**config.mk**
```make
export PLATFORM = sky130hd
export DESIGN_NAME = mem_port_arbiter
export DESIGN_NICKNAME = d
export VERILOG_FILES = /design/src/rtl/mem_arb_pkg.sv /design/src/rtl/mem_arb_id_fifo.sv /design/src/rtl/mem_port_arbiter.sv
export SDC_FILE = /design/constraint.sdc
export NUM_CORES = 1
export LEC_CHECK = 0
export CAP_MARGIN = 10
export CORE_AREA = 3 3 165 167
export CTS_CLUSTER_DIAMETER = 30
export DETAILED_ROUTE_END_ITERATION = 10
export DIE_AREA = 0 0 168 170
export PLACE_DENSITY = 0.47
export REMOVE_ABC_BUFFERS = 1
export SYNTH_ARGS = -nofsm -noshare
export SYNTH_HDL_FRONTEND = slang
export SYNTH_SLANG_ARGS = --single-unit
```
**constraint.sdc**
```tcl
create_clock -name clk_i -period 5.2 [get_ports clk_i]
set_clock_uncertainty 0.15 [all_clocks]
set_input_delay 0.78 -clock clk_i [delete_from_list [all_inputs] [get_ports clk_i]]
set_output_delay 0.78 -clock clk_i [all_outputs]
set_load 0.02 [all_outputs]
```
**src/rtl/mem_arb_pkg.sv**
```systemverilog
// Shared types and helpers for the memory port arbiter and its ID FIFO.
package mem_arb_pkg;

    // Widest data bus the response-routing struct can carry.
    localparam int MaxDataWidth = 64;

    function automatic int idx_width(input int n);
        return (n > 1) ? $clog2(n) : 1;
    endfunction

    typedef struct packed {
        logic                    valid;
        logic                    err;
        logic [MaxDataWidth-1:0] data;
    } rsp_t;

endpackage

```
**src/rtl/mem_arb_id_fifo.sv**
```systemverilog
// In-order FIFO of granted host indices; the head names the host owed the next response.
module mem_arb_id_fifo #(
    parameter int Depth = 2,
    parameter int Width = 2
) (
    input  logic                       clk_i,
    input  logic                       rst_i,
    input  logic                       push,
    input  logic [Width-1:0]           push_data,
    input  logic                       pop,
    output logic [Width-1:0]           head,
    output logic [$clog2(Depth+1)-1:0] count,
    output logic                       full,
    output logic                       empty
);

    localparam int PW = (Depth > 1) ? $clog2(Depth) : 1;
    localparam int CW = $clog2(Depth+1);

    logic [Width-1:0] mem [Depth];
    logic [PW-1:0]    wr_ptr, rd_ptr;
    logic [CW-1:0]    cnt;
    logic             do_push, do_pop;

    function automatic logic [PW-1:0] inc(input logic [PW-1:0] p);
        return (p == PW'(Depth-1)) ? '0 : p + PW'(1);
    endfunction

    assign full    = (cnt == CW'(Depth));
    assign empty   = (cnt == '0);
    assign do_push = push && !full;
    assign do_pop  = pop && !empty;
    assign head    = mem[rd_ptr];
    assign count   = cnt;

    always_ff @(posedge clk_i) begin
        if (do_push) mem[wr_ptr] <= push_data;
    end

    always_ff @(posedge clk_i) begin
        if (rst_i) begin
            wr_ptr <= '0;
            rd_ptr <= '0;
            cnt    <= '0;
        end else begin
            if (do_push) wr_ptr <= inc(wr_ptr);
            if (do_pop)  rd_ptr <= inc(rd_ptr);
            case ({do_push, do_pop})
                2'b10:   cnt <= cnt + CW'(1);
                2'b01:   cnt <= cnt - CW'(1);
                default: cnt <= cnt;
            endcase
        end
    end

endmodule

```
**src/rtl/mem_port_arbiter.sv**
```systemverilog
// N-host to single memory port arbiter with in-order response routing.
// Define MEM_ARB_ROUND_ROBIN_EN for round-robin; default is fixed priority (host 0 highest).
module mem_port_arbiter
    import mem_arb_pkg::*;
#(
    parameter int NumHosts       = 3,
    parameter int AddrWidth      = 32,
    parameter int DataWidth      = 32,
    parameter int MaxOutstanding = 2
) (
    input  logic                                       clk_i,
    input  logic                                       rst_i,
    input  logic [NumHosts-1:0]                        host_req_i,
    input  logic [NumHosts-1:0][AddrWidth-1:0]         host_addr_i,
    input  logic [NumHosts-1:0]                        host_we_i,
    input  logic [NumHosts-1:0][DataWidth/8-1:0]       host_be_i,
    input  logic [NumHosts-1:0][DataWidth-1:0]         host_wdata_i,
    output logic [NumHosts-1:0]                        host_gnt_o,
    output logic [NumHosts-1:0]                        host_rvalid_o,
    output logic [NumHosts-1:0]                        host_err_o,
    output logic [NumHosts-1:0][DataWidth-1:0]         host_rdata_o,
    output logic                                       dev_req_o,
    output logic                                       dev_we_o,
    output logic [DataWidth/8-1:0]                     dev_be_o,
    output logic [AddrWidth-1:0]                       dev_addr_o,
    output logic [DataWidth-1:0]                       dev_wdata_o,
    input  logic                                       dev_rvalid_i,
    input  logic                                       dev_err_i,
    input  logic [DataWidth-1:0]                       dev_rdata_i,
    output logic [$clog2(MaxOutstanding+1)-1:0]        outstanding_o,
    output logic                                       spurious_rsp_o
);

    localparam int HW = idx_width(NumHosts);

    logic          grant;
    logic [HW-1:0] gnt_idx;
    logic          fifo_full, fifo_empty;
    logic [HW-1:0] fifo_head;
    logic          pop;
    rsp_t          rsp;

`ifdef MEM_ARB_ROUND_ROBIN_EN
    logic [HW-1:0]           ptr;
    logic [2*NumHosts-1:0]   req_dbl;
    logic [NumHosts-1:0]     req_rot;
    logic [HW:0]             off, sum;

    // Rotate requests so the pointer host sits at bit 0, then pick the lowest set bit.
    always_comb begin
        req_dbl = {host_req_i, host_req_i} >> ptr;
        req_rot = req_dbl[NumHosts-1:0];
        off     = '0;
        for (int i = NumHosts-1; i >= 0; i--) begin
            if (req_rot[i]) off = (HW+1)'(i);
        end
        sum     = {1'b0, ptr} + off;
        gnt_idx = (sum >= (HW+1)'(NumHosts)) ? HW'(sum - (HW+1)'(NumHosts)) : sum[HW-1:0];
    end

    always_ff @(posedge clk_i) begin
        if (rst_i) begin
            ptr <= '0;
        end else if (grant) begin
            ptr <= (gnt_idx == HW'(NumHosts-1)) ? '0 : gnt_idx + HW'(1);
        end
    end
`else
    always_comb begin
        gnt_idx = '0;
        for (int i = NumHosts-1; i >= 0; i--) begin
            if (host_req_i[i]) gnt_idx = HW'(i);
        end
    end
`endif

    // Full is derived from the registered count, so a same-cycle response never frees a slot.
    assign grant = (|host_req_i) && !fifo_full && !rst_i;

    always_comb begin
        host_gnt_o  = '0;
        dev_req_o   = 1'b0;
        dev_we_o    = 1'b0;
        dev_be_o    = '0;
        dev_addr_o  = '0;
        dev_wdata_o = '0;
        if (grant) begin
            host_gnt_o  = NumHosts'(1) << gnt_idx;
            dev_req_o   = 1'b1;
            dev_we_o    = host_we_i[gnt_idx];
            dev_be_o    = host_be_i[gnt_idx];
            dev_addr_o  = host_addr_i[gnt_idx];
            dev_wdata_o = host_wdata_i[gnt_idx];
        end
    end

    mem_arb_id_fifo #(
        .Depth (MaxOutstanding),
        .Width (HW)
    ) u_id_fifo (
        .clk_i     (clk_i),
        .rst_i     (rst_i),
        .push      (grant),
        .push_data (gnt_idx),
        .pop       (pop),
        .head      (fifo_head),
        .count     (outstanding_o),
        .full      (fifo_full),
        .empty     (fifo_empty)
    );

    assign pop = dev_rvalid_i && !fifo_empty && !rst_i;

    always_comb begin
        rsp.valid = pop;
        rsp.err   = pop && dev_err_i;
        rsp.data  = pop ? MaxDataWidth'(dev_rdata_i) : '0;
    end

    always_comb begin
        host_rvalid_o = '0;
        host_err_o    = '0;
        host_rdata_o  = '0;
        for (int h = 0; h < NumHosts; h++) begin
            if (rsp.valid && (fifo_head == HW'(h))) begin
                host_rvalid_o[h] = 1'b1;
                host_err_o[h]    = rsp.err;
                host_rdata_o[h]  = rsp.data[DataWidth-1:0];
            end
        end
    end

    always_ff @(posedge clk_i) begin
        if (rst_i) begin
            spurious_rsp_o <= 1'b0;
        end else if (dev_rvalid_i && fifo_empty) begin
            spurious_rsp_o <= 1'b1;
        end
    end

endmodule

```
# ---- After elaboration in Yosys (flattened, before gate mapping)
# Memories as Yosys holds them, arrays and structs flattened. A register that Yosys moved wholly into a read port is not among the register bits.
# Index checks and enable logic that the tools add are counted.
dict set report totals {
  register_bits 5
  ramBits 4
  n_memories 1
}
dict set report op_classes {
  reduce_logical 18
  shift 1
  eq_ne 5
  n_mux 34
  order_cmp 1
  n_addsub 4
}
# memory words word_bits rd rd_ports_with_merged_regs write_ports line_no
set mem_list {}
lappend mem_list {u_id_fifo.mem 2 2 1 1 1 mem_arb_id_fifo.sv:20} ;# logic [Width-1:0] mem [Depth];
# operator count
set ops {}
lappend ops {{2-to-1 mux 32 bit} 8}
lappend ops {{binary-select mux 32 bit (select 2 bit)} 2}
lappend ops {{2-to-1 mux 1 bit} 15}
lappend ops {{logical AND 1 bit} 11}
lappend ops {{binary-select mux 4 bit (select 2 bit)} 1}
lappend ops {{2-to-1 mux 4 bit} 2}
lappend ops {{equality test 2 bit, second input constant} 3}
lappend ops {{2-to-1 mux 2 bit} 3}
lappend ops {{equality test 2 x 1 -> 1 bit, second input constant} 2}
lappend ops {{logical NOT 2 bit} 2}
lappend ops {{case mux 2 bit (2 select lines)} 1}
lappend ops {{logical NOT 1 bit} 3}
lappend ops {{less-than comparator 2 x 3 -> 1 bit, second input constant} 1}
lappend ops {{2-to-1 mux 3 bit} 1}
lappend ops {{OR reduction 3 bit} 1}
lappend ops {{<< shifter 1 x 2 -> 3 bit, first input constant} 1}
lappend ops {{adder 1 bit, second input constant} 2}
lappend ops {{adder 2 x 1 -> 2 bit, second input constant} 1}
lappend ops {{binary-select mux 1 bit (select 2 bit)} 1}
lappend ops {{nonzero test 2 bit} 1}
lappend ops {{subtractor 2 x 1 -> 2 bit, second input constant} 1}

# ---- Depth between registers and ports, before layout
dict set report logic_depth {
  word_depth 7
  ltp_mapped 8
  ltp_nobuf 7
}

# ---- Hierarchy
# A second synthesis with hierarchy kept.
dict set report hier_totals {
  cells_unflattened 471
  hier_area_um2 3130.5
}
# module instances area_per_inst_um2 cells_each
set by_module_without_submodules {}
lappend by_module_without_submodules {mem_port_arbiter 1 2763.9 439}
lappend by_module_without_submodules {mem_arb_id_fifo 1 366.6 32}

# ---- Worst setup path after synthesis
# OpenSTA, ideal clock, no wires.
dict set report synth_path {
  path_kind {input -> output}
  from {input rst_i}
  to {output dev_addr_o[0]}
  n_path_buf 2
  setup_slack_ns 2.171
  arrival_time_ns 2.099
  cell_stages 5
  path_cell_list {clkbuf_1 -> nor3_2 -> inv_2 -> buf_2 -> a211oi_2}
}
dict set report synth_via {
  elab_chain_cells 3
}
# element line_no
set synth_rtl {}
lappend synth_rtl {{start, declared} mem_port_arbiter.sv:12} ;# input logic rst_i,
lappend synth_rtl {{logical NOT 1 bit} mem_port_arbiter.sv:78} ;# assign grant = (|host_req_i) && !fifo_full && !rst_i;
lappend synth_rtl {{logical AND 1 bit} mem_port_arbiter.sv:78}
lappend synth_rtl {{2-to-1 mux 32 bit} mem_port_arbiter.sv:87} ;# if (grant) begin
lappend synth_rtl {{end, declared} mem_port_arbiter.sv:25} ;# output logic [AddrWidth-1:0] dev_addr_o,
# No other way between the ends.

# ---- Final worst setup path
dict set report layout_path {
  from {input host_req_i[1]}
  to {output dev_addr_o[13]}
}
dict set report layout_via {
  elab_chain_cells 5
  word_cells_on_any_way 8
  cone_classes {mux: 5; reduce/logical: 3}
}
# element line_no
set layout_rtl {}
lappend layout_rtl {{start, declared} mem_port_arbiter.sv:13} ;# input logic [NumHosts-1:0] host_req_i,
lappend layout_rtl {{2-to-1 mux 2 bit (2 in a row)} mem_port_arbiter.sv:72} ;# if (host_req_i[i]) gnt_idx = HW'(i);
lappend layout_rtl {{binary-select mux 32 bit (select 2 bit)} mem_port_arbiter.sv:92} ;# dev_addr_o = host_addr_i[gnt_idx];
lappend layout_rtl {{2-to-1 mux 32 bit (not written as such)} mem_port_arbiter.sv:92}
lappend layout_rtl {{2-to-1 mux 32 bit (*)} mem_port_arbiter.sv:87}
# Mark *: on every way between the ends. The rest lies on a longest branch, timed or not. The select of a mux whose other input is x is not followed.

==> run metrics <==
die width 168 um; LEAKAGE 0.00297 uW; global-route wire length before repair 30700 um; relative slew slack 21.0%; mean instance size in the synthesized netlist 6.52 um2; largest area contributor in the netlist a211oi_2; die outline area 28600 um2; peak supply drop 0.0948 mV; start point of the critical path host_req_i[1]; overflow left after global routing 0; number of maximum-capacitance violations 0; effective utilization at floorplan 12.2%; number of max-slew violations in the final report 0; Fin Setup TNS 0 ns; start of the worst register-to-register path u_id_fifo.count[1]$_SDFFE_PP0P_; Final GP Congestion 0.759; count of port buffers added during placement 423; final instance count without filler cells 1197; synthesized cell area 3160 um2; net total in the final layout 1109; final worst path period share 80.2%; post-route worst hold slack 0.334 ns; cell repeated most along the worst path clkdlybuf4s50_1; Crit path buffers/inverters 3; total stage count of the critical path 6; cell depth of the worst min-delay path 2; final critical-path required period 4.17 ns; Resized Gates After CTS 0; Power per Cell Area 139 nW/um2; num rows 59; setup slack of the most critical reg-to-reg path 2.94 ns; root buffer cell clkbuf_16; part of the Yosys area used for sequential elements 7.59%; Post-Synthesis Cells 485; Area contributors post-synth a211oi_2, and3_1, a21oi_1; critical path endpoint category output pin; Layout area overhead 145%; most used cells in the layout excluding fill and tap cells clkdlybuf4s50_1, and3_1, nor2_1; DP HPWL 15800 um; number of remaining DRC errors 0; detailed-route vias per instance 4.22; count of vias placed by the detailed router 5055; critical path launch point type input pin; maximum clock frequency 240 MHz; Clock Latency Late Sink 0.24 ns; core area 25900 um2; Yosys reg bits 10; number of CTS-inserted buffers 3; number of levels in the clock H-tree 1; critical path's largest stage delay 0.65 ns; top cell type's share of synthesized area 27.3%; total routing resource utilization after global routing 13.1%; top fanout value on the critical path 71; Die Height 170 um; Syn. warnings 0; vias in the first global route 5151; count of placed standard cells including taps 1192; total power consumption of the routed design 1070 uW; cell depth of the worst flop-to-flop path 6; critical setup path kind input pin to output pin; CTS Buffer Depth 2; count of hold-fix buffers inserted at cts 0; maximum number of pins on one net before global-route repair 104; unrepaired setup endpoints after global routing no; Req. time, crit path 4.27 ns; startpoint of the tightest hold check path spurious_rsp_o$_SDFFE_PP0P_; arrival time at the worst endpoint 3.24 ns; number of hold violations in the final report 0; average wire per standard cell 17.0 um; clock transition at the registers of the reported paths 0.04 ns; Worst Max-Slew Pin Slew 1.18 ns; unique cell type count in the Yosys netlist 29; leading cell type in the layout, fill and taps excluded clkdlybuf4s50_1; number of antenna violations at the first check in global routing 0; TritonCTS clock tree built; final-report setup violation count 0; Initial DRT Pass Iterations 4; number of top-level pins 424; ratio of cells with drive above 1 in the final layout 10.3%; total wirelength of the detailed-routed design 20400 um; violation count after the first detailed-route iteration 189; worst min path class flip-flop to flip-flop; count of clock tree sinks 10; result of the run complete, no violations; Setup Buffers After CTS 0; sequence of cells on the critical path clkdlybuf4s50_1 > or3b_4 > clkinv_4 > a21oi_1 > a211oi_2 > clkdlybuf4s50_1; category of cells accounting for the largest share of critical-path delay buffers and inverters; post-route ant nets 0; slowest stage cell on the critical path clkdlybuf4s50_1
## final cells by class
cell class	count	area [um2]
Inverter	7	33.8
Clock inverter	1	3.75
Clock buffer	3	75.1
Fill cell	2804	18200
Antenna cell	1	2.50
Sequential cell	10	240
Tap cell	335	419
Timing Repair Buffer	430	4350
Multi-Input combinational cell	410	2630
## final timing paths
| check | endpoint |
|---|---|
| max | dev_addr_o[13] |
| min | spurious_rsp_o$_SDFFE_PP0P_ |
| max reg2reg | u_id_fifo.count[1]$_SDFFE_PP0P_ |
| min reg2reg | spurious_rsp_o$_SDFFE_PP0P_ |
## cell families after synthesis
group,count (synthesis),synth area share [%]
AOI/OAI and AO/OA,147,40.8
DFF,10,7.59
adders and majority gates,1,0.395
buffers and inverters,65,10.6
and+or+nand+nor,259,39.8
xor gates and xnor gates,3,0.831
## metrics by stage
step	setup WS, ns	util (%)	instance area, um2
3_3_place_gp	1.01	29.6	7680
2_1_floorplan	0.884	-	2860
6_report	1.03	29.9	7760
5_1_grt	0.890	29.9	7750
3_5_place_dp	1.01	29.6	7680
4_1_cts	1.01	29.9	7750
## registers in the layout, summed over array words and instances (netlist names), named ones only
register and cells:
u_id_fifo.mem 4, u_id_fifo.wr_ptr 1, u_id_fifo.rd_ptr 1, spurious_rsp_o 1, u_id_fifo.count 2
## power by group
group,switching (uW),leakage (uW),internal (uW)
sequential,19.9,0.0000878,97.9
combinational,409,0.00285,411
clock,36.1,0.0000385,101
## routing by layer
metal	GRT usage (%)	share of wire (%)	up-vias
met5	0	0	-
met4	2.38	1.6	0
met3	4.20	10	17
met2	23.0	49	273
met1	15.9	40	2284
li1	-	-	2481
## cell usage after synthesis
master and n:
clkbuf_2 7, and2_1 4, o21ai_1 1, dfxtp_1 6
o32ai_2 3, and3_1 99, nor2_1 76, clkinv_4 1
xor2_1 2, ha_1 1, o21ai_0 2, nor2b_1 1
a21oi_1 71, buf_6 8, nor3_2 1, o211ai_1 1
nand2_1 70, clkbuf_1 28, nand2b_1 2, a211oi_2 69
inv_2 2, nor3_1 3, edfxtp_1 4, nor3b_1 1
or3b_1 1, or3_1 1, inv_1 4, xnor2_1 1
buf_2 15
## worst register-to-register path: cells and delay by family (launching register included)
family | cells | cell delay [ns]
fa+ha+maj | 1 | 0.33
simple gates | 3 | 0.89
compound gates | 1 | 0.14
buf+inv | 1 | 0.28
flops | 1 | 0.40
(Power assumes the default switching activity.)
